===== config.mk =====
export PLATFORM = sky130hd
export DESIGN_NAME = dot_scan_ctrl_flat
export DESIGN_NICKNAME = d
export VERILOG_FILES = /design/src/rtl/dot_scan_ctrl_if.sv /design/src/rtl/dot_scan_ctrl.sv /design/src/flat_wrapper.sv
export SDC_FILE = /design/constraint.sdc
export NUM_CORES = 1
export LEC_CHECK = 0
export ABC_AREA = 0
export BUFFER_PORTS_ARGS = -buffer_cell sky130_fd_sc_hd__buf_2
export CORE_MARGIN = 2
export CORE_UTILIZATION = 35
export CTS_CLUSTER_DIAMETER = 50
export DETAILED_ROUTE_END_ITERATION = 10
export PLACE_DENSITY_LB_ADDON = 0.3
export SLEW_MARGIN = 20
export SYNTH_ARGS = -nofsm -noshare
export SYNTH_HDL_FRONTEND = slang
export SYNTH_SLANG_ARGS = --single-unit

===== constraint.sdc =====
create_clock -name clk -period 5.85 [get_ports clk]
set_input_delay 0.585 -clock clk [delete_from_list [all_inputs] [get_ports clk]]
set_output_delay 0.585 -clock clk [all_outputs]
set_load 0.01 [all_outputs]

===== src/rtl/dot_scan_ctrl_if.sv =====
// dot_scan_ctrl_if: frame handshake and dot-matrix drive signals of the column-scan driver
interface dot_scan_ctrl_if;
   logic [69:0] frame_in;
   logic        frame_valid;
   logic        frame_ready;
   logic [6:0]  dot_d;
   logic [9:0]  dot_scan;
   logic        frame_start;
   modport master (output frame_in, frame_valid, input frame_ready, dot_d, dot_scan, frame_start);
   modport slave  (input frame_in, frame_valid, output frame_ready, dot_d, dot_scan, frame_start);
endinterface


===== src/rtl/dot_scan_ctrl.sv =====
// dot_scan_ctrl: double-buffered 10x7 dot-matrix column scanner with per-slot blanking
module dot_scan_ctrl #(
   parameter int SCAN_DIV     = 100,
   parameter int BLANK_CYCLES = 4
) (
   input logic            clk,
   input logic            nreset,
   dot_scan_ctrl_if.slave bus
);
   localparam int PW = (SCAN_DIV > 1) ? $clog2(SCAN_DIV) : 1;
   localparam logic [PW-1:0] PH_LAST = PW'(SCAN_DIV - 1);
   logic          run_q, run_d;
   logic [3:0]    col_q, col_d;
   logic [PW-1:0] ph_q, ph_d;
   logic [69:0]   act_q, act_d, shd_q, shd_d;
   logic          pend_q, pend_d;
   logic [6:0]    row_q, row_d;
   logic [9:0]    scan_q, scan_d;
   logic          fs_q, fs_d, rdy_q, rdy_d;
   logic          accept, swap, slot_end, blank;
   // Next-state: run_q holds the scan at (0,0) for the first edge after reset so
   // that cycle is the first slot of column 0; outputs derive from next state.
   always_comb begin
      run_d    = 1'b1;
      slot_end = run_q && (ph_q == PH_LAST);
      accept   = bus.frame_valid & ~pend_q;
      swap     = slot_end && (col_q == 4'd9) && pend_q;
      ph_d     = (!run_q || slot_end) ? '0 : ph_q + 1'b1;
      col_d    = !slot_end ? col_q : (col_q == 4'd9) ? 4'd0 : col_q + 4'd1;
      shd_d    = accept ? bus.frame_in : shd_q;
      pend_d   = swap ? 1'b0 : accept ? 1'b1 : pend_q;
      act_d    = swap ? shd_q : act_q;
      blank    = int'(ph_d) < BLANK_CYCLES;
      row_d    = blank ? '0 : 7'(act_d >> (7 * col_d));
      scan_d   = blank ? '0 : 10'd1 << col_d;
      fs_d     = (col_d == 4'd0) && (ph_d == '0);
      rdy_d    = ~pend_d;
   end
   // State and registered outputs, cleared asynchronously.
   always_ff @(posedge clk or negedge nreset) begin
      if (!nreset) begin
         run_q  <= 1'b0;
         col_q  <= '0;
         ph_q   <= '0;
         act_q  <= '0;
         shd_q  <= '0;
         pend_q <= 1'b0;
         row_q  <= '0;
         scan_q <= '0;
         fs_q   <= 1'b0;
         rdy_q  <= 1'b1;
      end else begin
         run_q  <= run_d;
         col_q  <= col_d;
         ph_q   <= ph_d;
         act_q  <= act_d;
         shd_q  <= shd_d;
         pend_q <= pend_d;
         row_q  <= row_d;
         scan_q <= scan_d;
         fs_q   <= fs_d;
         rdy_q  <= rdy_d;
      end
   end
   assign bus.dot_d       = row_q;
   assign bus.dot_scan    = scan_q;
   assign bus.frame_start = fs_q;
   assign bus.frame_ready = rdy_q;
endmodule


===== src/flat_wrapper.sv =====
// flat-port wrapper written by rule: the top's interface ports become plain ports
module dot_scan_ctrl_flat 
#(
   parameter int SCAN_DIV     = 100,
   parameter int BLANK_CYCLES = 4
)
  (clk, nreset, bus_frame_in, bus_frame_valid, bus_frame_ready, bus_dot_d, bus_dot_scan, bus_frame_start);
  dot_scan_ctrl_if bus_i ();
  input logic clk;
  input logic nreset;
  input wire logic [$bits(bus_i.frame_in)-1:0] bus_frame_in;
  input wire logic [$bits(bus_i.frame_valid)-1:0] bus_frame_valid;
  output wire logic [$bits(bus_i.frame_ready)-1:0] bus_frame_ready;
  output wire logic [$bits(bus_i.dot_d)-1:0] bus_dot_d;
  output wire logic [$bits(bus_i.dot_scan)-1:0] bus_dot_scan;
  output wire logic [$bits(bus_i.frame_start)-1:0] bus_frame_start;
  assign bus_i.frame_in = bus_frame_in;
  assign bus_i.frame_valid = bus_frame_valid;
  assign bus_frame_ready = bus_i.frame_ready;
  assign bus_dot_d = bus_i.dot_d;
  assign bus_dot_scan = bus_i.dot_scan;
  assign bus_frame_start = bus_i.frame_start;
  dot_scan_ctrl #(.SCAN_DIV(SCAN_DIV), .BLANK_CYCLES(BLANK_CYCLES)) u_core (.clk(clk), .nreset(nreset), .bus(bus_i));
endmodule

* After elaboration in Yosys (flattened, before gate mapping)
Cells that the tools add are included.
** Operators by class
- Add/subtract/negate cells :: 2
- Multiply operators :: 1
- Magnitude comparators :: 1
- Equal/unequal tests :: 2
- Shift operators :: 2
- Multiplexer cells :: 8
- Bitwise logic cells :: 3
- Reductions and logical operators :: 8
** Operators by type and width (number)
- $mux 70 :: 1
- $shr 70x7->7 :: 1
- $mux 7 :: 2
- $mux 10 :: 1
- $shl 1x4->10 const A :: 1
- $mux 4 :: 2
- $add 7x1->7 const B :: 1
- $eq 7x7->1 const B :: 1
- $logic_not 7->1 :: 1
- $lt 7x3->1 const B :: 1
- $mul 3x4->7 const A :: 1
- $add 4x1->4 const B :: 1
- $eq 4x4->1 const B :: 1
- $logic_and 1x1->1 :: 4
- $logic_not 4->1 :: 1
- $mux 1 :: 2
- $not 1->1 :: 2
- $and 1x1->1 :: 1
- $logic_not 1->1 :: 1
- $logic_or 1x1->1 :: 1
** Word-level totals
- Register bits :: 172
- Output and inout port bits :: 19
- Word-level logic and storage cells :: 37

* Depth between registers and ports, before layout
- Depth after elaboration :: 7
- Depth in mapped cells :: 12
- Depth with buffers taken out :: 8

* Worst setup path after synthesis
OpenSTA, ideal clock, no wires.
- Path type :: register -> register
- Start point :: reg u_core.ph_q[0]
- End point :: reg u_core.row_q[1] (netlist: u_core.bus.dot_d[1])
- Library setup time :: 128 ps
- Arrival :: 2142 ps
- Data required time :: 5722 ps
- Setup slack :: 3580 ps
- Cell stages (with the launch flop) :: 12
- Buffers on the path :: 4
- Clock period less this slack :: 2270 ps
- Cells stage by stage :: dfrtp_1 -> ha_1 -> buf_4 -> and4bb_1 -> buf_6 -> and3_4 -> buf_6 -> buf_12 -> mux2_4 -> nor4b_2 -> o31ai_1 -> a31oi_1
** Between the ends
- Word-level cells in the longest chain between the ends :: 7
- Elaborated cells on any way between the ends :: 13
- Classes of those cells :: add/sub (1); mul (1); order compare (1); eq/ne (1); shift (1); mux (4); reduce/logical (4)
** Ends and longest elaborated chain
- start: declaration :: RTL line dot_scan_ctrl.sv:14 : logic [PW-1:0] ph_q, ph_d;
- start signal: assignment :: RTL line dot_scan_ctrl.sv:55 : ph_q <= ph_d;
- $eq 7x7->1 :: RTL line dot_scan_ctrl.sv:25 : slot_end = run_q && (ph_q == PH_LAST);
- $logic_and 1x1->1 :: RTL line dot_scan_ctrl.sv:25
- $logic_and 1x1->1 (2 in series) :: RTL line dot_scan_ctrl.sv:27 : swap = slot_end && (col_q == 4'd9) && pend_q;
- $mux 70 :: RTL line dot_scan_ctrl.sv:32 : act_d = swap ? shd_q : act_q;
- named net u_core.act_d[64] :: RTL line dot_scan_ctrl.sv:15 : logic [69:0] act_q, act_d, shd_q, shd_d;
- $shr 70x7->7 :: RTL line dot_scan_ctrl.sv:34 : row_d = blank ? '0 : 7'(act_d >> (7 * col_d));
- $mux 7 :: RTL line dot_scan_ctrl.sv:34
- named net u_core.row_d[1] :: RTL line dot_scan_ctrl.sv:17 : logic [6:0] row_q, row_d;
- end signal: assignment :: RTL line dot_scan_ctrl.sv:59 : row_q <= row_d;
- end: declaration :: RTL line dot_scan_ctrl.sv:17
The timed path passes the listed nets, and every way through them passes these cells.
A chain may end at the register's enable or synchronous reset.

* Worst setup path in the final report
- Start point :: reg u_core.ph_q[0]
- End point :: reg u_core.row_q[2] (netlist: u_core.bus.dot_d[2])
The elaborated chain is that of the path after synthesis.

==> reports/qor.yml <==
synthesis:
  synth_area_per_cell_sq_um: 12.4
  synth_ff_type: "dfrtp_1"
  synth-edff-count: 0
  yosysTopAreaCell: "dfrtp_1"
  yosysTopAreaCellShare_pct: 58.0
  syn_area_sq_um: 7380
  yosys_warnings: 0
  async_flop_share_pct: 100
  synth_top_cells_by_area: "dfrtp_1, mux2_2, nand2_1"
  synth_commonest_cells: "dfrtp_1, nand2_1, mux2_2, nor2_1"
  synth.distinct_cells: 59
  synth_most_common_cell: "dfrtp_1"
  seq_area_frac_synth_pct: 58.3
  synth-seq-cells: 172
  synth_nets: 667
  syn_inst: 593
floorplanning:
  ios: 92
  initial_core_util_pct: 35.3
  rows: 53
  core_area_sq_um: 20900
  die_x_um: 149
  dieHeight_um: 149
  fp.dieArea_sq_um: 22300
drt:
  vias_per_cell: 4.97
  vias: 4775
  met1_length_um: 7090
  post_drt_wl_per_cell_um: 17.0
  drt_iter0_markers: 328
  routed_wl_um: 16300
  drcViolationCount: 0
  met2RoutedLength_um: 8130
  drtAntennaViolNets: 0
  top_layer_used: "met4"
  firstDrtPassIters: 4
  route.met3.wl_um: 812
global_route:
  grt_max_degree: 121
  grt_usage_pct: 15.5
  grt_antenna_before_repair: 0
  grt-ovfl-total: 0
  grt_pass1_vias: 4933
  grt_pass1_wl_um: 26400
placed_design:
  place.detailed.hpwl_um: 11300
  io_buffers: 91
  dpl_cell_area_sq_um: 8030
  place_congestion: 0.815
layout:
  area_growth_pct: 17.5
  nNetsFinal: 746
  drive_gt1_share_pct: 34.3
  antenna_cells: 0
  fin_area_sq_um: 8670
clock_network:
  ctsResizeCount: 0
  ctsHtreeMaxLevel: 4
  clk-insertion-delay-late_ns: 0.43
  cts_tree: "built"
  postCtsSetupBuffers: 0
  cts.sinks: 172
  postCtsHoldBufs: 0
  cts_buffers: 17
  clockBufferDepth: 2
  cts_root_buf: "clkbuf_16"
  path_clk_slew_ns: 0.07
job:
  cap_violations: 0
worst_setup_path:
  r2r-end: "u_core.bus.dot_d[2]$_DFF_PN0_"
  start_kind: "flop"
  worst_path_largest_cell_delay_ns: 0.78
  critPathKind: "reg2reg"
  end_kind: "flop"
  worstPathRequired_ns: 6.12
  cp_slowest_cell: "and3_4"
  reg2reg_depth: 7
  r2r_slack_ns: 2.69
  worstPathMaxFanout: 64
  cp.arrival_ns: 3.43
  crit_path_cell_trace: "ha_1 -> and4bb_1 -> and3_4 -> mux2_4 -> nor4b_2 -> o31ai_1 -> a31oi_1"
  reg2reg_from: "u_core.ph_q[0]$_DFF_PN0_"
timing:
  tns_ns: 0
  rsz0062_at_grt: "no"
  setup_violations: 0
  finalCriticalPeriod_ns: 3.16
  clock-skew-final_ns: 0.00848
  fmax_ghz: 0.317
  max_slew.worst_pin.slew_ns: 1.02
  slew_violations: 0
  fin_crit_sh_pct: 54.0
  max_slew_margin_pct: 31.5
  hold_violations: 0
power_and_ir_drop:
  p_per_area_nw_per_um2: 300
  peakVddDrop_mv: 0.191
  p_leak_nw: 4.33
worst_hold_path:
  min_path_type: "in2async"
status:
  status: "finished clean"
==> metal layers <==
metal / GRT usage [%] / vias up
met5: 0 / -
met4: 4.86 / 0
met3: 4.07 / 19
met2: 25.3 / 106
met1: 20.3 / 2411
li1: - / 2239
==> sequential cells by signal (all words and copies together) (netlist names) <==
signal / count
u_core.act_q: 70
u_core.bus.dot_d: 7
u_core.bus.dot_scan: 10
u_core.bus.frame_ready: 1
u_core.bus.frame_start: 1
u_core.col_q: 4
u_core.pend_q: 1
u_core.ph_q: 7
u_core.run_q: 1
u_core.shd_q: 70
==> cell families (layout without fill, tap and decap cells) <==
group,after synthesis,in the layout,synth area share (%)
flops,172,172,58.3
simple gates,190,190,13.3
fa+ha+maj,1,1,0.170
other cells,1,1,0.0508
xor+xnor,7,7,0.933
compound gates,69,69,7.80
mux,103,103,15.9
buf+inv,50,142,3.51
==> placed cells by master, fill, tap and decap left out, types with 12 or more instances in the layout <==
cell type,instances
a211o_1,12
a21o_1,12
a221o_1,12
and2_1,14
buf_2,90
clkbuf_16,17
dfrtp_1,171
inv_1,14
mux2_2,85
nand2_1,89
nand2b_1,13
nand4_1,13
nor2_1,26
==> power by group <==
group	internal, mW	leakage [nW]	switching, mW
sequential	1.26	2.25	0.0418
clock	0.694	0.305	0.487
combinational	0.0686	1.78	0.0531
==> through the flow <==
stage / power (mW) / utilization [%] / std cells / hold slack [ns] / setup WS [ns]
3_3_place_gp: 1.44 / 38.4 / 928 / 0.450 / 2.50
3_5_place_dp: 1.45 / 38.5 / 928 / 0.452 / 2.69
6_report: 2.60 / 41.5 / 960 / 0.233 / 2.69
5_1_grt: 2.70 / 41.5 / 960 / 0.326 / 2.47
4_1_cts: 2.63 / 41.4 / 960 / 0.352 / 2.67
2_1_floorplan: 1.37 / - / 593 / 0.289 / 3.58
==> final cells by class <==
class	instances	area, sq um
fill	1977	12200
sequential	172	4310
inverter	15	56.3
timing repair buffer	95	494
tap	275	344
clock buffer	19	443
clock inverter	13	176
multi-input combinational	371	2850
==> worst max path at each step <==
stage               slack, ns                startpoint  cells past startpoint                             to
finish                   2.69  u_core.ph_q[0]$_DFF_PN0_                      7  u_core.bus.dot_d[2]$_DFF_PN0_
global placement         2.50  u_core.ph_q[0]$_DFF_PN0_                      7  u_core.bus.dot_d[5]$_DFF_PN0_
detailed placement       2.69  u_core.ph_q[0]$_DFF_PN0_                      7  u_core.bus.dot_d[2]$_DFF_PN0_
CTS                      2.67  u_core.ph_q[0]$_DFF_PN0_                      7  u_core.bus.dot_d[5]$_DFF_PN0_
floorplan                3.58  u_core.ph_q[0]$_DFF_PN0_                     11  u_core.bus.dot_d[1]$_DFF_PN0_
global route             2.47  u_core.ph_q[0]$_DFF_PN0_                      7  u_core.bus.dot_d[0]$_DFF_PN0_
==> critical path: cells and delay by family (launching register included) <==
kind	cells	cell delay, ns
muxes	1	0.36
adders and majority gates	1	0.32
DFF	1	0.41
and+or+nand+nor	3	1.39
AOI/OAI and AO/OA	2	0.50
Power figures use the tool's default switching activity.
